File: src/rtl/shared_unit_pkg.sv
// rtl/shared_unit_pkg.sv - shared types and constants for the shared arithmetic unit arbiter
// Optional statistics are enabled with SHARED_UNIT_ARBITER_STATS_EN.
package shared_unit_pkg;

  localparam int MAX_REQ     = 16;
  localparam int MAX_LATENCY = 32;
  localparam int MAX_ID_W    = 4;

`ifdef SHARED_UNIT_ARBITER_STATS_EN
  localparam bit STATS_EN = 1'b1;
`else
  localparam bit STATS_EN = 1'b0;
`endif

  function automatic int id_width(input int num_req);
    return (num_req <= 2) ? 1 : $clog2(num_req);
  endfunction

  // Tags are sized for the largest legal requester count; narrower builds use the low bits.
  typedef struct packed {
    logic                valid;
    logic [MAX_ID_W-1:0] id;
  } tag_t;

endpackage

File: src/rtl/rr_arbiter.sv
// rtl/rr_arbiter.sv - generic round-robin grant with a last-grant pointer
// Grant is combinational and forced low while rst is high.
module rr_arbiter #(
  parameter int NUM_REQ = 4,
  parameter int ID_W    = 2
) (
  input  logic               clk,
  input  logic               rst,
  input  logic [NUM_REQ-1:0] req,
  output logic [NUM_REQ-1:0] grant,
  output logic [ID_W-1:0]    grant_id,
  output logic               grant_valid
);

  logic [ID_W-1:0] last_grant;
  int unsigned     idx_wide;
  logic [ID_W-1:0] idx;

  // Search wraps modulo NUM_REQ so non-power-of-two counts never probe a missing requester.
  always_comb begin
    grant       = '0;
    grant_id    = '0;
    grant_valid = 1'b0;
    idx_wide    = 0;
    idx         = '0;
    if (!rst) begin
      for (int i = 0; i < NUM_REQ; i++) begin
        idx_wide = (32'(last_grant) + 32'(i) + 32'd1) % 32'(NUM_REQ);
        idx      = ID_W'(idx_wide);
        if (!grant_valid && req[idx]) begin
          grant[idx]  = 1'b1;
          grant_id    = idx;
          grant_valid = 1'b1;
        end
      end
    end
  end

  always_ff @(posedge clk or posedge rst) begin
    if (rst) begin
      last_grant <= ID_W'(NUM_REQ - 1);
    end else if (grant_valid) begin
      last_grant <= grant_id;
    end
  end

endmodule

File: src/rtl/shared_unit_arbiter.sv
// rtl/shared_unit_arbiter.sv - shares one pipelined arithmetic unit among NUM_REQ requesters
// Define SHARED_UNIT_ARBITER_STATS_EN to add the stat_conflicts counter port.
module shared_unit_arbiter
  import shared_unit_pkg::*;
#(
  parameter int NUM_REQ    = 4,
  parameter int DATA_WIDTH = 32,
  parameter int LATENCY    = 2
) (
  input  logic                          clk,
  input  logic                          rst,
  input  logic [NUM_REQ-1:0]            req_valid,
  input  logic [NUM_REQ*DATA_WIDTH-1:0] req_a,
  input  logic [NUM_REQ*DATA_WIDTH-1:0] req_b,
  output logic [NUM_REQ-1:0]            req_ready,
  output logic                          op_valid,
  output logic [DATA_WIDTH-1:0]         op_a,
  output logic [DATA_WIDTH-1:0]         op_b,
  input  logic [DATA_WIDTH-1:0]         op_result,
  output logic [NUM_REQ-1:0]            resp_valid,
  output logic [DATA_WIDTH-1:0]         resp_data
`ifdef SHARED_UNIT_ARBITER_STATS_EN
  ,
  output logic [31:0]                   stat_conflicts
`endif
);

  localparam int ID_W = id_width(NUM_REQ);

  logic [ID_W-1:0] grant_id;
  tag_t            tag_q [LATENCY];
  tag_t            tag_last;

  rr_arbiter #(
    .NUM_REQ (NUM_REQ),
    .ID_W    (ID_W)
  ) u_rr_arbiter (
    .clk         (clk),
    .rst         (rst),
    .req         (req_valid),
    .grant       (req_ready),
    .grant_id    (grant_id),
    .grant_valid (op_valid)
  );

  always_comb begin
    op_a = '0;
    op_b = '0;
    if (op_valid) begin
      op_a = req_a[int'(grant_id)*DATA_WIDTH +: DATA_WIDTH];
      op_b = req_b[int'(grant_id)*DATA_WIDTH +: DATA_WIDTH];
    end
  end

  // Tag pipeline never stalls: the unit is fixed-latency, so depth alone aligns IDs to results.
  always_ff @(posedge clk or posedge rst) begin
    if (rst) begin
      for (int s = 0; s < LATENCY; s++) begin
        tag_q[s] <= '0;
      end
    end else begin
      tag_q[0] <= '{valid: op_valid, id: MAX_ID_W'(grant_id)};
      for (int s = 1; s < LATENCY; s++) begin
        tag_q[s] <= tag_q[s-1];
      end
    end
  end

  assign tag_last = tag_q[LATENCY-1];

  always_ff @(posedge clk or posedge rst) begin
    if (rst) begin
      resp_valid <= '0;
      resp_data  <= '0;
    end else if (tag_last.valid) begin
      resp_valid <= NUM_REQ'(1) << tag_last.id;
      resp_data  <= op_result;
    end else begin
      resp_valid <= '0;
    end
  end

`ifdef SHARED_UNIT_ARBITER_STATS_EN
  always_ff @(posedge clk or posedge rst) begin
    if (rst) begin
      stat_conflicts <= '0;
    end else if (($countones(req_valid) > 1) && (stat_conflicts != 32'hFFFF_FFFF)) begin
      stat_conflicts <= stat_conflicts + 32'd1;
    end
  end
`endif

endmodule

File: config.mk
export PLATFORM = sky130hd
export DESIGN_NAME = shared_unit_arbiter
export DESIGN_NICKNAME = d
export VERILOG_FILES = /design/src/rtl/shared_unit_pkg.sv /design/src/rtl/rr_arbiter.sv /design/src/rtl/shared_unit_arbiter.sv
export SDC_FILE = /design/constraint.sdc
export NUM_CORES = 1
export LEC_CHECK = 0
export CORE_AREA = 5 5 150 152
export CTS_BUF_LIST = sky130_fd_sc_hd__clkbuf_8
export DETAILED_ROUTE_END_ITERATION = 6
export DIE_AREA = 0 0 155 157
export PLACE_DENSITY = 0.63
export SYNTH_ARGS = -nofsm -noshare
export SYNTH_HDL_FRONTEND = slang
export SYNTH_HIERARCHICAL = 1
export SYNTH_SLANG_ARGS = --single-unit
File: constraint.sdc
create_clock -name clk -period 4.35 [get_ports clk]
set_input_delay 1.305 -clock clk [delete_from_list [all_inputs] [get_ports clk]]
set_output_delay 1.305 -clock clk [all_outputs]
set_load 0.005 [all_outputs]
==> flow_metrics.py, run 1 <==
metrics = {
    "sta": {
        "hold_viol_final": 0,
        "slew_headroom_pct": 32.92,
        "worstMarginPinSlew_ns": 1.005,
        "finalClockSkew_ns": 0.006664,
        "finalCritPeriodShare_pct": 115.3,
        "rsz0062_at_grt": "yes",
        "fin_ws_ns": -0.6672,
        "fin_crit_ns": 5.017,
        "setup_viol": 65,
        "drv_slew": 0,
        "max_clock_freq_ghz": 0.1993,
    },
    "setup_path": {
        "setup.worst_path.start_class": "primary input",
        "critPathCapture": "op_b[7]",
        "r2r_setup_slack_ns": 1.22,
        "r2r_cells": 12,
        "critPathArrivalTime_ns": 3.71,
        "r2r-start": "u_rr_arbiter/last_grant[1]",
        "cp_max_fo": 7,
        "required_ns": 3.04,
        "endpoint_kind": "output pin",
        "worstReg2RegEnd": "tag_q[6]",
        "crit_type": "in2out",
        "crit_start": "req_valid[2]",
    },
    "global_routing": {
        "grt_overflow": 0,
        "use_met3_pct": 5.334,
        "grt_start_max_net_pins": 35,
        "met2_usage_pct": 31.00,
        "grt_pass1_vias": 5390,
        "use_met1_pct": 20.41,
        "antenna_found_initial": 1,
        "grt_pass1_wl_um": 32430,
        "grt_usage_pct": 17.37,
        "grt_busiest_layer": "met2",
    },
    "hold_path": {
        "holdCritPathClass": "reg2reg",
    },
    "floorplanning": {
        "io_pins": 399,
        "die-area_um2": 24340,
        "rows": 53,
        "core_area_um2": 20890,
        "die_w_um": 155,
        "die_h_um": 157,
        "start_util_pct": 19.48,
    },
    "layout": {
        "nFillCells": 2041,
        "fin_util_pct": 45.58,
        "nets": 1169,
        "syn_to_final_growth_pct": 133.9,
        "drive_gt1_share_pct": 27.65,
    },
    "pwr": {
        "power_leakage_nw": 4.011,
        "finalPower_mw": 5.981,
        "ir_drop_v": 0.0002701,
        "powerDensity_nw_per_um2": 628.2,
    },
    "synthesis": {
        "syn-cell-area_um2": 4070,
        "yosysSeqAreaShare_pct": 27.11,
        "synth_nets": 676,
        "ys_warn_count": 6,
        "synth.distinct_cells": 40,
        "ys.flop_type": "dfrtp_1",
        "synth_edf_count": 0,
        "syn_inst": 374,
        "avgSynthCellArea_um2": 10.88,
        "synth-seq-cells": 44,
        "async_flop_share_pct": 100.0,
    },
    "routing": {
        "wirelength_um": 23220,
        "drt_iter0_markers": 252,
        "dr_total_vias": 5042,
        "postRouteAntennaNets": 0,
        "wl_per_cell_um": 20.28,
        "firstDrtPassIters": 5,
        "route.detailed.drc": 0,
        "via_per_inst": 4.403,
    },
    "clock_tree": {
        "cts_tree": "built",
        "clk_path_buf_depth": 2,
        "h-tree-depth": 2,
        "cts_root_buf": "clkbuf_8",
        "clkSinkCount": 44,
        "cts_buffers": 5,
        "path_clk_slew_ns": 0.08,
        "clk_latency_ns": 0.30,
    },
    "placement": {
        "post-place-ws_ns": -1.368,
        "place_congestion": 0.8653,
        "portBuffers": 398,
        "dp_hpwl_um": 18100,
    },
    "job": {
        "maxCapViolations": 0,
    },
    "outcome": {
        "violations": "negative setup slack",
        "status": "finished, violations left",
    },
}
==> kinds of logic (layout without fill, tap and decap cells) <==
kind of cell    Yosys count  in the layout  share of synthesized area [%]
xor+xnor                  2              2                         0.4305
simple gates             25             26                          3.689
fa+ha+maj                 8              8                          2.459
buf+inv                  37            530                          8.730
compound gates           90             90                          14.39
other cells               0              2                              0
mux                     168            168                          43.19
flops                    44             44                          27.11
==> per-stage QoR <==
step / std cells / TNS (ns) / hold WS (ns) / area (um2)
after floorplan: 374 / -9.585 / 0.3312 / 4076
after global placement: 1077 / -82.05 / 0.3312 / 8668
after detailed placement: 1077 / -84.52 / 0.3358 / 8668
after CTS: 1128 / -38.38 / 0.3570 / 9331
after global routing: 1144 / -40.97 / 0.3633 / 9518
final: 1145 / -35.37 / 0.3531 / 9520
==> critical path, cell delays in order <==
cell	delay, ns
buf_8	0.10
mux2_4	0.27
mux2_4	0.28
or4b_4	0.53
o211ai_4	0.14
nand2_8	0.10
buf_12	0.14
buf_16	0.12
buf_12	0.13
buf_6	0.12
mux2i_2	0.14
o22ai_1	0.18
buf_2	0.15
==> what timing repair did <==
action                                 in CTS  in global routing
cloned                                     10                  1
pin swaps                                  36                 26
endpoints found under the hold margin       0                  0
hold buffers                                0                  0
gates resized for setup                   332                 42
setup buffers                              34                 17
setup endpoints to repair                  69                 69
==> synthesized netlist by cell type (all sizes together) (3+ instances only) <==
cell type    n  area [um2]
buf         21       295.3
mux2i      131        1311
nand2        6       22.52
clkbuf      12       45.04
inv          4       15.01
o22ai       65       406.6
nor2b        3       18.77
a21oi        8       40.04
nor2         4       15.01
mux2        35       401.6
dfrtp       42        1051
o21ai        3       15.01
a221oi       3       26.28
a22oi        5       37.54
ha           8       100.1
==> final cells by class <==
class                      count  area, um2  share of cell area (%)
antenna                        2      5.005                 0.05257
clock buffer                   6      82.58                  0.8674
clock inverter                 2      38.79                  0.4074
multi-input combinational    294       2816                   29.58
timing repair buffer         518       5115                   53.73
sequential                    44       1104                   11.59
inverter                       4      15.01                  0.1577
tap                          275      344.1                   3.614
==> layer usage <==
layer	part of all wire (%)	vias to the layer above
met5	0	-
met4	2.5	0
met3	9.0	30
met2	50	270
met1	38	2283
li1	-	2459
==> worst min path at each step <==
stage,from,endpoint,slack [ns],depth (start not counted)
final,tag_q[9],tag_last[4],0.35,0
after global routing,tag_q[9],tag_last[4],0.36,0
after CTS,tag_q[9],tag_last[4],0.36,0
after detailed placement,tag_q[9],tag_last[4],0.34,0
after global placement,tag_q[9],tag_last[4],0.33,0
after floorplan,tag_q[5],tag_last[0],0.33,0
==> state kept, by name (all words and copies together) (netlist names) <==
register	count
resp_data	32
tag_last	3
u_rr_arbiter/last_grant	2
tag_q	3
resp_valid	4
==> placed cells by master, fill, tap and decap left out, types with 7 or more instances in the layout <==
| cell type | instances |
|---|---|
| clkdlybuf4s50_1 | 326 |
| mux2i_1 | 120 |
| buf_4 | 67 |
| o22ai_1 | 61 |
| buf_2 | 57 |
| dfrtp_1 | 42 |
| mux2_1 | 26 |
| buf_6 | 25 |
| buf_12 | 19 |
| buf_16 | 9 |
| ha_1 | 8 |
| mux2i_2 | 7 |
| a21oi_1 | 7 |
==> where the power goes <==
part / switching [mW] / internal [mW] / leakage [nW]
clock: 0.141 / 0.188 / 0.0614
combinational: 2.02 / 3.05 / 3.43
sequential: 0.0506 / 0.525 / 0.523
(Power assumes the default switching activity.)
==> run 2: changes to the inputs <==
--- a/config.mk
+++ b/config.mk
@@ -5,11 +5,12 @@
 export SDC_FILE = /design/constraint.sdc
 export NUM_CORES = 1
 export LEC_CHECK = 0
-export CORE_AREA = 5 5 150 152
+export CORE_AREA = 5 5 152 154
 export CTS_BUF_LIST = sky130_fd_sc_hd__clkbuf_8
 export DETAILED_ROUTE_END_ITERATION = 6
-export DIE_AREA = 0 0 155 157
-export PLACE_DENSITY = 0.63
+export DIE_AREA = 0 0 157 159
+export PLACE_DENSITY = 0.6
+export RECOVER_POWER = 25
 export SYNTH_ARGS = -nofsm -noshare
 export SYNTH_HDL_FRONTEND = slang
 export SYNTH_HIERARCHICAL = 1
==> constraint.sdc (replaced) <==
create_clock -name clk -period 5.3 [get_ports clk]
set_input_delay 1.59 -clock clk [delete_from_list [all_inputs] [get_ports clk]]
set_output_delay 1.59 -clock clk [all_outputs]
set_load 0.005 [all_outputs]
==> run 2 against run 1 <==
Compared with the run above:
- the flow finishes with violations (max-capacitance violations, max-slew violations, negative setup slack)
- die area is 2.6% higher
- worst hold slack better by 0.0015 ns
- utilization is 4.0 points lower
- worst setup slack better by 0.45 ns
- total power is 28% lower
- routed wire length is 4.8% lower
- clock power is 20% lower
- combinational power is 30% lower
- clock-buffer cell count is 1 lower
==> flow_metrics.py, run 2 (same netlist as run 1, synthesis figures left out) <==
metrics = {
    "layout": {
        "mostFrequentLayoutCells": "clkdlybuf4s50_1, mux2i_1, o22ai_1",
        "drive_gt1_share_pct": 22.07,
        "nets": 1121,
        "reg.largest.list": "resp_data: 32 flops, resp_valid: 4 flops",
        "fin_util_pct": 41.59,
        "regMostFlops": "resp_data",
        "final_common_cell": "clkdlybuf4s50_1",
        "syn_to_final_growth_pct": 120.2,
        "largest_reg_flops": 32,
    },
    "setup_path": {
        "crit_slowest_cell": "or4b_4",
        "crit_type": "in2out",
        "endpoint_kind": "output pin",
        "critPathArrivalTime_ns": 3.93,
        "cp_max_fo": 7,
        "path_cells": "buf_8 -> mux2_4 -> mux2_4 -> or4b_4 -> o211ai_4 -> nand2_8 -> buf_16 -> buf_12 -> buf_6 -> mux2i_1 -> o22ai_2 -> buf_2",
        "required_ns": 3.71,
        "cp_common_cell": "mux2_4",
        "setup.worst_path.start_class": "primary input",
        "slowest_delay_ns": 0.53,
    },
    "sta": {
        "slew_headroom_pct": -18.25,
        "drv_slew": 34,
        "hold_viol_final": 0,
        "whs_ns": 0.3546,
        "finalClockSkew_ns": 0.004862,
        "setup_viol": 64,
        "max_clock_freq_ghz": 0.1813,
        "fin_ws_ns": -0.2169,
        "finalCritPeriodShare_pct": 104.1,
        "rsz0062_at_grt": "yes",
        "worstMarginPinSlew_ns": 1.774,
        "fin_crit_ns": 5.517,
    },
    "routing": {
        "wl_per_cell_um": 20.07,
        "route.detailed.drc": 0,
        "drt_iter0_markers": 137,
        "postRouteAntennaNets": 0,
        "via_per_inst": 4.468,
        "wirelength_um": 22100,
        "dr_total_vias": 4919,
        "firstDrtPassIters": 4,
    },
    "global_routing": {
        "grt_usage_pct": 15.95,
        "grt_overflow": 0,
        "grt_pass1_vias": 5163,
        "antenna_found_initial": 2,
        "grt_start_max_net_pins": 51,
        "grt_pass1_wl_um": 30840,
    },
    "clock_tree": {
        "cts_buffers": 5,
        "path_clk_slew_ns": 0.09,
        "hold_buffers": 0,
        "clk_latency_ns": 0.30,
        "h-tree-depth": 2,
        "cts_tree": "built",
        "cts_root_buf": "clkbuf_8",
        "clkSinkCount": 44,
        "clk_path_buf_depth": 2,
    },
    "outcome": {
        "status": "finished, violations left",
        "violations": "max-capacitance violations, max-slew violations, negative setup slack",
    },
    "placement": {
        "post-place-ws_ns": -1.049,
        "place_congestion": 0.8479,
        "dp_hpwl_um": 17460,
        "portBuffers": 398,
    },
    "floorplanning": {
        "rows": 54,
        "core_area_um2": 21550,
        "die_h_um": 159,
        "start_util_pct": 18.88,
        "die-area_um2": 24960,
        "die_w_um": 157,
        "io_pins": 399,
    },
    "pwr": {
        "power_leakage_nw": 3.694,
        "powerDensity_nw_per_um2": 479.3,
        "ir_drop_v": 0.0002055,
    },
    "hold_path": {
        "holdCritPathClass": "reg2reg",
    },
    "job": {
        "maxCapViolations": 1,
    },
}
[run 2: worst paths after layout]
| kind | startpoint | endpoint | slack (ns) | cells after the start |
|---|---|---|---|---|
| hold reg to reg | tag_q[5] | tag_last[0] | 0.35 | 0 |
| setup reg to reg | u_rr_arbiter/last_grant[1] | tag_q[6] | 2.50 | 7 |
| min in group asynchronous | rst | u_rr_arbiter/last_grant[1] | 2.11 | 4 |
| setup / recovery | req_valid[2] | op_b[27] | -0.22 | 12 |
| hold / removal | tag_q[5] | tag_last[0] | 0.35 | 0 |
| max in group asynchronous | rst | resp_data[8] | 2.73 | 5 |
[run 2: routing by layer]
metal / GRT usage (%) / wire [um] / share of wire, %
met1: 17.95 / 8107 / 37
met2: 28.77 / 11300 / 51
met3: 5.355 / 2307 / 10
met4: 3.866 / 370 / 1.7
met5: 0 / 13 / 0.059
[run 2: report_power, final]
| group | leakage, nW | switching, mW | total (mW) | internal [mW] |
|---|---|---|---|---|
| registers | 0.523 | 0.0561 | 0.488 | 0.432 |
| clock network | 0.0548 | 0.122 | 0.264 | 0.142 |
| logic | 3.12 | 1.49 | 3.54 | 2.05 |
[run 2: through the flow]
step	instance area (um2)	std cells	power [mW]	TNS (ns)
after floorplan	4070	374	2.294	0
after global placement	8567	1066	3.676	-55.16
after detailed placement	8567	1066	3.674	-59.57
after CTS	8713	1084	4.013	-10.68
after global routing	8964	1101	4.578	-11.99
final	8964	1101	4.296	-7.072
[run 2: final cells by class]
class	instances	area [um2]
inverter	4	15.01
antenna	1	2.502
sequential	44	1104
timing repair buffer	471	4606
clock inverter	3	46.29
multi-input combinational	293	2771
fill	2154	12590
clock buffer	5	68.82
tap	280	350.3
[run 2: critical path: cells and delay by family]
family | cells | cell delay [ns]
buf+inv | 5 | 0.67
mux | 3 | 0.67
simple gates | 2 | 0.67
compound gates | 2 | 0.32
[run 2: repair_timing]
| action | CTS | global route |
|---|---|---|
| endpoints found under the setup margin | 68 | 65 |
| setup buffers | 8 | 13 |
| resized for setup | 233 | 79 |
| pin swaps | 3 | 26 |
| gates cloned | 2 | 6 |
==> run 3: changes to the inputs <==
--- a/config.mk
+++ b/config.mk
@@ -7,6 +7,7 @@
 export LEC_CHECK = 0
 export CORE_AREA = 5 5 152 154
 export CTS_BUF_LIST = sky130_fd_sc_hd__clkbuf_8
+export CTS_CLUSTER_SIZE = 12
 export DETAILED_ROUTE_END_ITERATION = 6
 export DIE_AREA = 0 0 157 159
 export PLACE_DENSITY = 0.6
==> results of run 3 <==
Same layout as run 2: the final DEF is identical, and so are final timing and power.
